## src/rtl/uart_rx_if.sv

```systemverilog
// Receive-side handshake bundle for uart_rx: byte, valid/ready and error pulses.
interface uart_rx_if;
    logic [7:0] rx_data;
    logic       rx_valid;
    logic       rx_ready;
    logic       frame_err;
    logic       overrun;

    modport master (
        output rx_data,
        output rx_valid,
        output frame_err,
        output overrun,
        input  rx_ready
    );

    modport slave (
        input  rx_data,
        input  rx_valid,
        input  frame_err,
        input  overrun,
        output rx_ready
    );
endinterface

```

## src/rtl/uart_rx.sv

```systemverilog
// 8N1 UART receiver: synchronises rxd, samples each bit at mid-bit, and hands
// bytes out through a one-entry holding register with valid/ready.
module uart_rx #(
    parameter int unsigned CLK_MHZ = 50,
    parameter int unsigned BAUD    = 115200
) (
    input  logic      clk,
    input  logic      rst,
    input  logic      rxd,
    uart_rx_if.master bus
);
    localparam int unsigned DIV  = (CLK_MHZ * 1000000) / BAUD;
    localparam int unsigned HALF = DIV / 2;
    localparam logic [15:0] DIV_M1  = 16'(DIV - 1);
    localparam logic [15:0] HALF_M1 = 16'(HALF - 1);

    localparam logic [2:0] ST_WAIT_IDLE = 3'd0;
    localparam logic [2:0] ST_IDLE      = 3'd1;
    localparam logic [2:0] ST_START     = 3'd2;
    localparam logic [2:0] ST_DATA      = 3'd3;
    localparam logic [2:0] ST_STOP      = 3'd4;

    logic        s1_q, s1_d;
    logic        rs_q, rs_d;
    logic [2:0]  state_q, state_d;
    logic [15:0] div_q, div_d;
    logic [2:0]  idx_q, idx_d;
    logic [7:0]  shift_q, shift_d;
    logic [7:0]  data_q, data_d;
    logic        valid_q, valid_d;
    logic        ferr_q, ferr_d;
    logic        ovr_q, ovr_d;

    always_comb begin
        s1_d    = rxd;
        rs_d    = s1_q;
        state_d = state_q;
        div_d   = div_q;
        idx_d   = idx_q;
        shift_d = shift_q;
        data_d  = data_q;
        valid_d = valid_q;
        ferr_d  = 1'b0;
        ovr_d   = 1'b0;

        if (valid_q && bus.rx_ready) begin
            valid_d = 1'b0;
        end

        case (state_q)
            ST_WAIT_IDLE: begin
                if (rs_q) begin
                    state_d = ST_IDLE;
                end
            end
            ST_IDLE: begin
                if (!rs_q) begin
                    div_d   = '0;
                    state_d = ST_START;
                end
            end
            ST_START: begin
                if (div_q == HALF_M1) begin
                    div_d = '0;
                    // A line that is high again at mid start bit was only a glitch.
                    if (rs_q) begin
                        state_d = ST_IDLE;
                    end else begin
                        idx_d   = 3'd0;
                        state_d = ST_DATA;
                    end
                end else begin
                    div_d = div_q + 16'd1;
                end
            end
            ST_DATA: begin
                if (div_q == DIV_M1) begin
                    div_d          = '0;
                    shift_d[idx_q] = rs_q;
                    if (idx_q == 3'd7) begin
                        state_d = ST_STOP;
                    end else begin
                        idx_d = idx_q + 3'd1;
                    end
                end else begin
                    div_d = div_q + 16'd1;
                end
            end
            ST_STOP: begin
                if (div_q == DIV_M1) begin
                    div_d = '0;
                    if (rs_q) begin
                        state_d = ST_IDLE;
                        // A drain in this same cycle frees the register for the new byte.
                        if (!valid_q || bus.rx_ready) begin
                            data_d  = shift_q;
                            valid_d = 1'b1;
                        end else begin
                            ovr_d = 1'b1;
                        end
                    end else begin
                        ferr_d  = 1'b1;
                        state_d = ST_WAIT_IDLE;
                    end
                end else begin
                    div_d = div_q + 16'd1;
                end
            end
            default: begin
                state_d = ST_WAIT_IDLE;
            end
        endcase
    end

    always_ff @(posedge clk) begin
        if (rst) begin
            s1_q    <= 1'b1;
            rs_q    <= 1'b1;
            state_q <= ST_WAIT_IDLE;
            div_q   <= '0;
            idx_q   <= '0;
            shift_q <= '0;
            data_q  <= '0;
            valid_q <= 1'b0;
            ferr_q  <= 1'b0;
            ovr_q   <= 1'b0;
        end else begin
            s1_q    <= s1_d;
            rs_q    <= rs_d;
            state_q <= state_d;
            div_q   <= div_d;
            idx_q   <= idx_d;
            shift_q <= shift_d;
            data_q  <= data_d;
            valid_q <= valid_d;
            ferr_q  <= ferr_d;
            ovr_q   <= ovr_d;
        end
    end

    assign bus.rx_data   = data_q;
    assign bus.rx_valid  = valid_q;
    assign bus.frame_err = ferr_q;
    assign bus.overrun   = ovr_q;
endmodule

```

## src/flat_wrapper.sv

```systemverilog
// flat-port wrapper written by rule: the top's interface ports become plain ports
module uart_rx_flat 
#(
    parameter int unsigned CLK_MHZ = 50,
    parameter int unsigned BAUD    = 115200
)
  (clk, rst, rxd, bus_rx_data, bus_rx_valid, bus_frame_err, bus_overrun, bus_rx_ready);
  uart_rx_if bus_i ();
  input  logic clk;
  input  logic rst;
  input  logic rxd;
  output wire logic [$bits(bus_i.rx_data)-1:0] bus_rx_data;
  output wire logic [$bits(bus_i.rx_valid)-1:0] bus_rx_valid;
  output wire logic [$bits(bus_i.frame_err)-1:0] bus_frame_err;
  output wire logic [$bits(bus_i.overrun)-1:0] bus_overrun;
  input wire logic [$bits(bus_i.rx_ready)-1:0] bus_rx_ready;
  assign bus_rx_data = bus_i.rx_data;
  assign bus_rx_valid = bus_i.rx_valid;
  assign bus_frame_err = bus_i.frame_err;
  assign bus_overrun = bus_i.overrun;
  assign bus_i.rx_ready = bus_rx_ready;
  uart_rx #(.CLK_MHZ(CLK_MHZ), .BAUD(BAUD)) u_core (.clk(clk), .rst(rst), .rxd(rxd), .bus(bus_i));
endmodule
```

## config.mk

```make
export PLATFORM = sky130hd
export DESIGN_NAME = uart_rx_flat
export DESIGN_NICKNAME = d
export VERILOG_FILES = /design/src/rtl/uart_rx_if.sv /design/src/rtl/uart_rx.sv /design/src/flat_wrapper.sv
export SDC_FILE = /design/constraint.sdc
export NUM_CORES = 1
export LEC_CHECK = 0
export CORE_ASPECT_RATIO = 0.9
export CORE_UTILIZATION = 60
export DETAILED_ROUTE_END_ITERATION = 6
export GPL_TIMING_DRIVEN = 1
export PLACE_DENSITY = 0.92
export SLEW_MARGIN = 0
export SYNTH_ARGS = -nofsm -noshare
export SYNTH_HDL_FRONTEND = slang
export SYNTH_SLANG_ARGS = --single-unit
export TNS_END_PERCENT = 100
```

## constraint.sdc

```tcl
create_clock -name clk -period 4.6 [get_ports clk]
set_clock_uncertainty 0.05 [all_clocks]
set_input_delay 1.15 -clock clk [delete_from_list [all_inputs] [get_ports clk]]
set_output_delay 1.15 -clock clk [all_outputs]
set_load 0.05 [all_outputs]
```

==> results_dict.tcl <==
set metrics [dict create \
    end_kind "output pin" \
    max_stage_delay_ns 0.80 \
    maxSlewViolCount 0 \
    cts_buffers 5 \
    setup_viol 0 \
    finalWorstSetupSlack_ns 1.95 \
    first_iter_violations 177 \
    min_period_over_period_pct 57.7 \
    synth_warnings 0 \
    ys_seq_area_share_pct 40.5 \
    dp.cells 294 \
    cts_setup_buffers 0 \
    coreArea_mm2 0.00338 \
    p_per_area_mw_per_mm2 270 \
    finalNonFillerCells 302 \
    seqPwrFrac_pct 59.5 \
    dr.pass1.iters 7 \
    cts_tree "built" \
    maxCapViolations 0 \
    critPathMaxFanout 2 \
    vias_per_cell 6.18 \
    p_sw_mw 0.147 \
    yosys.area.top_type "dfxtp_1" \
    worstSetupStartpointType "flop" \
    io_pins 15 \
    p_clk_share_pct 35.9 \
    io_buffers 14 \
    finalSetupTns_ns 0 \
    timing.critical_path.buf_inv 1 \
    violations "DRC" \
    antenna_left 0 \
    n_antenna_cell 0 \
    drive_gt1_share_pct 8.91 \
    hpwl_mm 3.10 \
    required_ns 3.40 \
    grt_pass1_vias 1712 \
    grt_overflow 0 \
    grt.total_usage_pct 25.8 \
    fmax_ghz 0.377 \
    netlist_instances 248 \
    cts_max_level 2 \
    ys_ff_latch 43 \
    p_int_mw 0.490 \
    die_area_mm2 0.00379 \
    syn-cell-area_mm2 0.00213 \
    netlist_top_cells_count "dfxtp_1, nor2_1, mux2i_1" \
    power_mw 0.637 \
    rsz0062_at_grt "no" \
    ctsResizeCount 0 \
    leakagePower_nw 0.895 \
    hold_path.class "flop to flop" \
    wl_per_cell_um 14.8 \
    postCtsHoldBufs 0 \
    status "complete, but fails checks" \
    async_flop_share_pct 0 \
    vias 1867 \
    gp_congestion 0.871 \
    cts.path.max_buffers 2 \
    clock_latency_ns 0.30 \
    vdd_drop_max_mv 0.207 \
    die_w_um 64.7 \
    hold_viol 0 \
    grt_pass1_wl_mm 7.57 \
    critPathKind "flop to output pin" \
    die_h_um 58.5 \
    synth-main-ff-cell "dfxtp_1" \
    cts-root-buf "clkbuf_8" \
    path_clk_slew_ns 0.08 \
    rows 20 \
    finalNetCount 266 \
    worstPathCellList "clkdlybuf4s50_1" \
    yosysMostFrequentCell "dfxtp_1" \
    slowest_stage "clkdlybuf4s50_1" \
    drc_errors 1 \
    synth_edf_count 0 \
    grt_max_degree 39 \
    start_util_pct 62.9 \
    yosysUniqueCellTypes 43 \
    cp_top_family "buffers and inverters" \
    syn_to_final_growth_pct 10.9 \
    worst_slew_pin_slew_ns 0.773 \
    power_frac_comb_pct 4.5 \
    maxSlewHeadroom_pct 48.0 \
    nFillCells 278 \
    clock_sinks 43 \
    pre_cts_slack_ns 1.76 \
    syn_avg_cell_area_um2 8.57 \
    cp.arrival_ns 1.45 \
    synth_top_area_share_pct 40.5 \
    synth_area_leaders "dfxtp_1, mux2i_1, nor2_1" \
    layout_min_cycle_time_ns 2.65 \
    grt_antenna_before_repair 0 \
    synth_nets 257 \
    p_sw_share_pct 23.1 \
    routed_wl_mm 4.47 \
]
-- placed cells by master, fill, tap and decap left out, types with 2 or more instances in the layout --
master            n
a21oi_1          11
a22o_1            5
a31o_2            4
a31oi_1           3
buf_4             2
clkbuf_8          5
clkdlybuf4s50_1  14
clkinv_2          3
dfxtp_1          43
ha_1              5
inv_1             9
mux2i_1          17
nand2_1          14
nand2b_1          3
nand3_1           9
nand3b_1          5
nand4_1           6
nand4b_1          8
nor2_1           36
nor2b_1           3
nor3_1           13
nor4_1            2
o21ai_0          10
o22a_1            2
or2_2             4
or3_1             2
or4_1             2
xor2_1            3
-- worst paths after layout --
kind / depth (start not counted) / to / slack (ns) / from
worst max-delay path: 1 / bus_rx_data[4] / 1.95 / u_core.bus.rx_data[4]$_SDFFE_PP0P_
worst max register to register: 6 / u_core.div_q[10]$_SDFFE_PP0P_ / 2.07 / u_core.div_q[2]$_SDFFE_PP0P_
worst min-delay path: 1 / u_core.rs_q$_SDFF_PP1_ / 0.37 / u_core.rs_d$_SDFF_PP1_
worst min register to register: 1 / u_core.rs_q$_SDFF_PP1_ / 0.37 / u_core.rs_d$_SDFF_PP1_
-- flip-flops by register name (all words and copies together) (netlist names) --
register,flops
u_core.rs_d,1
u_core.bus.rx_valid,1
u_core.bus.rx_data,8
u_core.idx_q,3
u_core.rs_q,1
u_core.bus.overrun,1
u_core.state_q,3
u_core.div_q,16
u_core.shift_q,8
u_core.bus.frame_err,1
-- per-stage QoR --
stage | area (µm²) | utilization (%) | hold WS, ns
finish | 2360 | 69.8 | 0.367
floorplan | 2130 | - | 0.339
global route | 2360 | 69.8 | 0.374
global placement | 2270 | 67.3 | 0.344
detailed placement | 2270 | 67.3 | 0.350
CTS | 2360 | 69.8 | 0.369
-- routing by layer --
layer | vias up | track usage [%] | wire length, µm
met4 | 0 | 9.84 | 56
met5 | - | 0 | 0
li1 | 911 | - | -
met2 | 75 | 41.8 | 2130
met1 | 874 | 33.1 | 1950
met3 | 7 | 6.78 | 325
-- cells by family (layout without fill, tap and decap cells) --
| group | Yosys count | after routing | synth area share (%) |
|---|---|---|---|
| adders and majority gates | 5 | 5 | 2.94 |
| xor gates and xnor gates | 4 | 4 | 1.65 |
| DFF | 43 | 43 | 40.5 |
| AOI/OAI and AO/OA | 42 | 42 | 13.1 |
| buffers and inverters | 23 | 33 | 4.53 |
| muxes | 17 | 17 | 8.00 |
| and+or+nand+nor | 114 | 114 | 29.3 |
-- power by group through the flow --
stage | registers (mW) | clock network (mW) | logic, mW
after floorplan | 0.384 | 0 | 0.0247
after global placement | 0.388 | 0 | 0.0270
after detailed placement | 0.388 | 0 | 0.0281
after CTS | 0.379 | 0.232 | 0.0284
after global routing | 0.380 | 0.247 | 0.0310
final | 0.379 | 0.229 | 0.0289
-- cell type report --
class | count | area (µm²) | share of cell area [%]
inverter | 9 | 33.8 | 1.43
timing repair buffer | 16 | 155 | 6.58
clock buffer | 5 | 68.8 | 2.92
multi-input combinational | 182 | 1170 | 49.6
sequential | 43 | 861 | 36.5
clock inverter | 3 | 15.0 | 0.637
tap | 44 | 55.1 | 2.34
(Power assumes the default switching activity.)
